--- src/rtl/sar_search_ctrl.sv ---
// Successive-approximation search controller: drives trial to a comparator and resolves target MSB-first.
// Latency: done pulses k+1 cycles after start for a k-probe search (k <= WIDTH); start is ignored unless idle.
module sar_search_ctrl #(
  parameter int WIDTH = 32,
  parameter int CNTW  = 8
) (
  input  logic             clk,
  input  logic             rst,
  input  logic             start,
  input  logic             is_equal,
  input  logic             is_great,
  input  logic             is_less,
  output logic [WIDTH-1:0] trial,
  output logic             busy,
  output logic             done,
  output logic [WIDTH-1:0] result,
  output logic             hit,
  output logic             err,
  output logic [CNTW-1:0]  probes
);

  localparam int IDXW = (WIDTH > 1) ? $clog2(WIDTH) : 1;
  localparam logic [IDXW-1:0]  IDX_TOP = IDXW'(WIDTH - 1);
  localparam logic [IDXW-1:0]  IDX_ONE = IDXW'(1);
  localparam logic [WIDTH-1:0] BIT0    = WIDTH'(1);
  localparam logic [WIDTH-1:0] MSB     = BIT0 << (WIDTH - 1);
  localparam logic [CNTW-1:0]  CNT_ONE = CNTW'(1);

  typedef enum logic [1:0] {S_IDLE, S_PROBE, S_FIN} state_t;

  state_t            state_q, state_d;
  logic [WIDTH-1:0]  trial_q, trial_d;
  logic [WIDTH-1:0]  result_q, result_d;
  logic [WIDTH-1:0]  acc_q, acc_d;
  logic [IDXW-1:0]   idx_q, idx_d;
  logic [CNTW-1:0]   probes_q, probes_d;
  logic              busy_q, busy_d;
  logic              done_q, done_d;
  logic              hit_q, hit_d;
  logic              err_q, err_d;
  logic [WIDTH-1:0]  acc_n;
  logic              flags_ok;

  always_comb begin
    state_d  = state_q;
    trial_d  = trial_q;
    result_d = result_q;
    acc_d    = acc_q;
    idx_d    = idx_q;
    probes_d = probes_q;
    busy_d   = busy_q;
    done_d   = 1'b0;
    hit_d    = hit_q;
    err_d    = err_q;
    acc_n    = acc_q;
    flags_ok = $onehot({is_equal, is_great, is_less});

    case (state_q)
      S_IDLE: begin
        if (start) begin
          acc_d    = '0;
          idx_d    = IDX_TOP;
          trial_d  = MSB;
          hit_d    = 1'b0;
          err_d    = 1'b0;
          probes_d = '0;
          busy_d   = 1'b1;
          state_d  = S_PROBE;
        end
      end
      S_PROBE: begin
        probes_d = probes_q + CNT_ONE;
        // Flags are combinational against the registered trial, so they apply to this cycle's probe.
        if (!flags_ok) begin
          err_d    = 1'b1;
          result_d = acc_q;
          busy_d   = 1'b0;
          done_d   = 1'b1;
          state_d  = S_FIN;
        end else if (is_equal) begin
          hit_d    = 1'b1;
          result_d = trial_q;
          busy_d   = 1'b0;
          done_d   = 1'b1;
          state_d  = S_FIN;
        end else begin
          acc_n = is_great ? trial_q : acc_q;
          acc_d = acc_n;
          if (idx_q == '0) begin
            result_d = acc_n;
            busy_d   = 1'b0;
            done_d   = 1'b1;
            state_d  = S_FIN;
          end else begin
            idx_d   = idx_q - IDX_ONE;
            trial_d = acc_n | (BIT0 << (idx_q - IDX_ONE));
          end
        end
      end
      S_FIN: begin
        busy_d  = 1'b0;
        state_d = S_IDLE;
      end
      default: begin
        busy_d  = 1'b0;
        state_d = S_IDLE;
      end
    endcase
  end

  always_ff @(posedge clk) begin
    if (rst) begin
      state_q  <= S_IDLE;
      trial_q  <= '0;
      result_q <= '0;
      acc_q    <= '0;
      idx_q    <= IDX_TOP;
      probes_q <= '0;
      busy_q   <= 1'b0;
      done_q   <= 1'b0;
      hit_q    <= 1'b0;
      err_q    <= 1'b0;
    end else begin
      state_q  <= state_d;
      trial_q  <= trial_d;
      result_q <= result_d;
      acc_q    <= acc_d;
      idx_q    <= idx_d;
      probes_q <= probes_d;
      busy_q   <= busy_d;
      done_q   <= done_d;
      hit_q    <= hit_d;
      err_q    <= err_d;
    end
  end

  assign trial  = trial_q;
  assign result = result_q;
  assign probes = probes_q;
  assign busy   = busy_q;
  assign done   = done_q;
  assign hit    = hit_q;
  assign err    = err_q;

endmodule

--- config.mk ---
export PLATFORM = sky130hd
export DESIGN_NAME = sar_search_ctrl
export DESIGN_NICKNAME = d
export VERILOG_FILES = /design/src/rtl/sar_search_ctrl.sv
export SDC_FILE = /design/constraint.sdc
export NUM_CORES = 1
export LEC_CHECK = 0
export BUFFER_PORTS_ARGS = -buffer_cell sky130_fd_sc_hd__buf_2
export CELL_PAD_IN_SITES_DETAIL_PLACEMENT = 0
export CELL_PAD_IN_SITES_GLOBAL_PLACEMENT = 1
export CORE_MARGIN = 2
export CORE_UTILIZATION = 43
export CTS_CLUSTER_SIZE = 10
export DETAILED_ROUTE_END_ITERATION = 12
export PLACE_DENSITY = 0.84
export SLEW_MARGIN = 40
export SYNTH_ARGS = -nofsm -noshare
export SYNTH_HDL_FRONTEND = slang
export SYNTH_SLANG_ARGS = --single-unit
--- constraint.sdc ---
create_clock -name clk -period 2.4 [get_ports clk]
set_input_delay 0.24 -clock clk [delete_from_list [all_inputs] [get_ports clk]]
set_output_delay 0.24 -clock clk [all_outputs]
set_load 0.1 [all_outputs]
; ---- Word-level counts from Yosys, hierarchy flattened
; Cells that the tools add are included.
[classes]
muxes = 39
n_reduce_logical = 11
n_eq_ne = 10
n_div = 0
n_lt_le_gt_ge = 0
mul = 0
bitwise = 2
shifts = 1
add_sub_neg = 4
[ops]
columns = cell, count
row1 = $mux 32, 11
row2 = $pmux 32 s2, 2
row3 = $or 32x32->32, 1
row4 = $shl 1x5->32 const A, 1
row5 = $mux 5, 4
row6 = $pmux 8 s2, 1
row7 = $ne 2x2->1 const B, 6
row8 = $mux 1, 11
row9 = $pmux 5 s2, 1
row10 = $add 8x1->8 const B, 1
row11 = $mux 2, 4
row12 = $mux 8, 1
row13 = $reduce_and 4->1, 2
row14 = $pmux 1 s2, 3
row15 = $reduce_and 2->1, 3
row16 = $logic_not 5->1, 1
row17 = $reduce_and 5->1, 1
row18 = $sub 5x1->5 const B, 1
row19 = $eq 2x1->1 const B, 2
row20 = $ne 4x4->1 const B, 1
row21 = $pmux 2 s2, 1
row22 = $ne 3x2->1 const B, 1
row23 = $reduce_and 3->1, 1
row24 = $add 1x1->2, 1
row25 = 5 further kinds, 5
[totals]
rom_bits = 0
latchBits = 0
in_bits = 6
reg_bits = 115
elab_cells = 77
out_inout_bits = 76
memories = 0
ramBits = 0

; ---- Longest topological paths before layout
[depth]
depth_word = 7
depth_mapped = 9
depth_no_buf = 7

; ---- Least setup slack after synthesis
; OpenSTA, ideal clock, no wires.
[synth_timing]
path_type = input-to-reg
from = in is_equal
to = reg acc_q[1]
setup_time_ps = 119
slack_ps = 185
required_ps = 2281
path_stages = 7
path_buffers = 1
arrival_time_ps = 2096
path_cell_list = fa_1 nor3b_2 mux2i_1 nor2_2 a21oi_1 buf_2 a22o_1
[synth_between]
elab_chain_len = 4
elab_cells_between_ends = 5
classes_between = 1 x add/sub / 3 x eq/ne / 1 x reduce/logical
[synth_rtl]
columns = item, line_no
row1 = from (decl), 10  ; input logic is_equal,
row2 = $add 2x1->2 (not written as such), 56  ; flags_ok = $onehot({is_equal, is_great, is_less});
row3 = $eq 2x1->1, 56
row4 = $ne 2x2->1 (no source line), --
row5 = $reduce_and 4->1 (no source line) (*), --
row6 = to (signal assigned), 116  ; acc_q <= '0;
row7 = to (signal assigned), 127  ; acc_q <= acc_d;
row8 = to (decl), 34  ; logic [WIDTH-1:0] acc_q, acc_d;
; Mark *: on every way between the ends. The rest lies on a longest branch, timed or not.
; A chain may end at the register's enable or synchronous reset.

; ---- Worst setup path in the final report
[layout_timing]
from = reg idx_q[0]
to = reg trial_q[28], in the netlist trial[28]
[layout_between]
elab_chain_len = 7
elab_cells_between_ends = 10
classes_between = 1 x add/sub / 1 x eq/ne / 1 x shift / 4 x mux / 1 x bitwise / 2 x reduce/logical
[layout_rtl]
columns = item, line_no
row1 = from (decl), 35  ; logic [IDXW-1:0] idx_q, idx_d;
row2 = from (signal assigned), 128  ; idx_q <= idx_d;
row3 = $sub 5x1->5, 96  ; trial_d = acc_n | (BIT0 << (idx_q - IDX_ONE));
row4 = $shl 1x5->32, 96
row5 = $or 32x32->32, 96
row6 = $mux 32, 89  ; if (idx_q == '0) begin
row7 = $mux 32, 80  ; end else if (is_equal) begin
row8 = $mux 32, 74  ; if (!flags_ok) begin
row9 = $pmux 32 s2, 58  ; case (state_q)
row10 = to (signal assigned), 125  ; trial_q <= trial_d;
row11 = to (decl), 32  ; logic [WIDTH-1:0] trial_q, trial_d;
; Several ways; a longest one is shown, not always the timed one. The select of a mux whose other input is x is not followed.

==> impl_metrics.yaml <==
timing:
  max_clock_freq_mhz: 446
  setup-violations-final: 0
  slew_violations: 0
  max_slew_margin_pct: 57.5
  skew_ns: 0.00944
  totalNegativeSetupSlack_ns: 0
  hold_viol: 0
  rsz0062_at_grt: "no"
  finalCritPeriodShare_pct: 93.4
  period_minus_slack_ns: 2.24
  tightestPinTransition_ns: 0.638
global_route:
  grtUsageTotal_pct: 22.0
  overflow: 0
  grt_pass1_wl_um: 22800
  grt_pass1_vias: 4378
  antenna_found_initial: 0
  grt_max_degree: 52
clock_tree:
  insertion_delay_ns: 0.41
  clk_path_buf_depth: 2
  clock-root-buffer: "clkbuf_16"
  cts_max_level: 4
  hold_buffers: 0
  clk_pin_slew_ns: 0.05
  cts.sinks: 115
  post_cts_resized: 0
  cts_tree: "done"
  cts_setup_buffers: 0
  cts_buffers: 17
synth:
  ys_seq_elements: 115
  synth-async-reset-ratio_pct: 0
  synth_area_per_cell_um2: 9.26
  ys_warn_count: 0
  synth_area_um2: 5300
  yosysSeqAreaShare_pct: 43.5
  synth-edff-count: 0
  syn_nets: 586
  synth_cells: 572
  netlist-cell-type-count: 51
  synth_ff_type: "dfxtp_1"
layout:
  fill_cells: 1073
  fin_util_pct: 55.0
  stdcell_count: 815
  syn2layout_area_growth_pct: 24.6
  nets: 669
  seq_area_um2: 2300
  multi_input_area_um2: 2760
  final_cell_mix: "115 x dfxtp_1, 107 x nor2_1, 81 x buf_2"
  final_common_cell: "dfxtp_1"
  diodes: 0
  drive_above_1_share_pct: 24.3
floorplanning:
  die-area_um2: 13200
  pin_count: 82
  core_um2: 12000
  die_h_um: 115
  fp-row-count: 40
  start_util_pct: 44.1
  die_width_um: 115
setup_path:
  cp.arrival_ns: 2.51
  cpPeakStageDelay_ns: 0.55
  cp.required_ns: 2.67
  cp-start-kind: "flop"
  path_max_fanout: 25
  slowest_stage: "or4b_4"
  path_cells: "inv_1, ha_1, or4b_4, nand3_2, buf_4, nor2_1, a31oi_1, o22ai_1"
  worst-setup-path-type: "flop to flop"
  endpoint_kind: "flop"
placement:
  dp_hpwl_um: 9220
  io_buffers: 81
  dp.cells: 783
  place.gp.congestion: 0.824
routing:
  routed_wl_um: 14100
  drt_pass1_iterations: 4
  wl_per_cell_um: 17.3
  dr_total_vias: 4610
  drc: 0
  drtIter0Drc: 332
  viasPerCell: 5.66
  ant_nets: 0
min_path:
  min_path_type: "input pin to flop"
pwr:
  powerDensity_nw_per_um2: 879
  vdd_drop_max_v: 0.000487
  total_leakage_power_nw: 2.71
outcome:
  status: "finished clean"
run:
  drv_cap: 0
[logic make-up (layout without fill, tap and decap cells)]
group | count (synthesis) | in the layout | synth area share, %
AND/OR/NAND/NOR | 185 | 185 | 16.2
buffers and inverters | 52 | 148 | 4.77
adder cells (fa/ha/maj) | 8 | 8 | 2.03
multiplexers | 84 | 84 | 16.0
XOR/XNOR | 1 | 1 | 0.165
AO/OA/AOI/OAI | 127 | 127 | 17.4
flip-flops | 115 | 115 | 43.5
[final cells by class]
type | count | area share, %
Clock buffer | 24 | 7.75
Clock inverter | 8 | 2.20
Inverter | 6 | 0.341
Multi-Input combinational cell | 405 | 41.8
Sequential cell | 115 | 34.9
Tap cell | 147 | 2.79
Timing Repair Buffer | 110 | 10.2
[where the power goes]
group	switching (mW)	total [mW]	internal (mW)
Combinational	0.793	1.01	0.215
Sequential	0.0576	2.04	1.99
Clock	0.849	2.75	1.90
[registers in the layout, indices dropped and copies added (netlist names)]
| register | cells |
|---|---|
| acc_q | 32 |
| result | 32 |
| trial | 32 |
| probes | 8 |
| idx_q | 5 |
| state_q | 2 |
| busy | 1 |
| done | 1 |
| err | 1 |
| hit | 1 |
[routing by layer]
layer  track usage (%)  wire (um)  share of wire, %
met3              4.85        597               4.2
met2              35.0       6480                46
met1              29.5       6720                48
met5                 0          0                 0
met4              8.43        272               1.9
[final timing paths]
path	depth (start not counted)	startpoint	slack [ns]	end
worst max-delay path	8	idx_q[0]$_SDFFE_PP1P_	0.16	trial[28]$_SDFFE_PP0P_
worst min register to register	2	busy$_SDFFE_PP0P_	0.49	busy$_SDFFE_PP0P_
worst min-delay path	2	start	0.12	err$_SDFFE_PP0P_
worst max register to register	8	idx_q[0]$_SDFFE_PP1P_	0.16	trial[28]$_SDFFE_PP0P_
[stage by stage]
stage	total power, mW	area (um2)	hold slack (ns)	setup WS, ns
4_1_cts	5.84	6600	0.110	0.102
3_3_place_gp	3.07	5940	0.480	0.205
2_1_floorplan	2.90	5300	0.337	0.185
5_1_grt	5.99	6600	0.134	0.0465
6_report	5.80	6600	0.125	0.157
3_5_place_dp	3.09	5940	0.484	0.141
[synthesized netlist by cell type, types with 3 or more instances]
master    count  area (um2)
o21ai_0       7        35.0
ha_1          7        87.6
nand2b_1      7        43.8
nand3_1      10        50.1
dfxtp_1     115        2300
buf_2        19        95.1
mux2_2        6        67.6
nand2_1      16        60.1
o31ai_1       3        22.5
inv_1         6        22.5
and3_1        3        18.8
o22ai_1       7        43.8
mux2i_1      78         781
a31oi_1      13        81.3
nor2b_1       6        37.5
a21oi_1      16        80.1
a211oi_1     42         315
nor3_1       15        75.1
a22o_1       18         158
nand4_1       3        18.8
buf_6         4        45.0
a311oi_1      5        43.8
nor2_1      108         405
a22oi_1       5        37.5
clkbuf_1     22        82.6
[critical path: cells and delay by family (launching register included)]
| kind | cells | cell delay, ns |
|---|---|---|
| DFF | 1 | 0.31 |
| AOI/OAI and AO/OA | 2 | 0.35 |
| buffers and inverters | 2 | 0.36 |
| adders and majority gates | 1 | 0.30 |
| and+or+nand+nor | 3 | 0.79 |
Power figures use the tool's default switching activity.
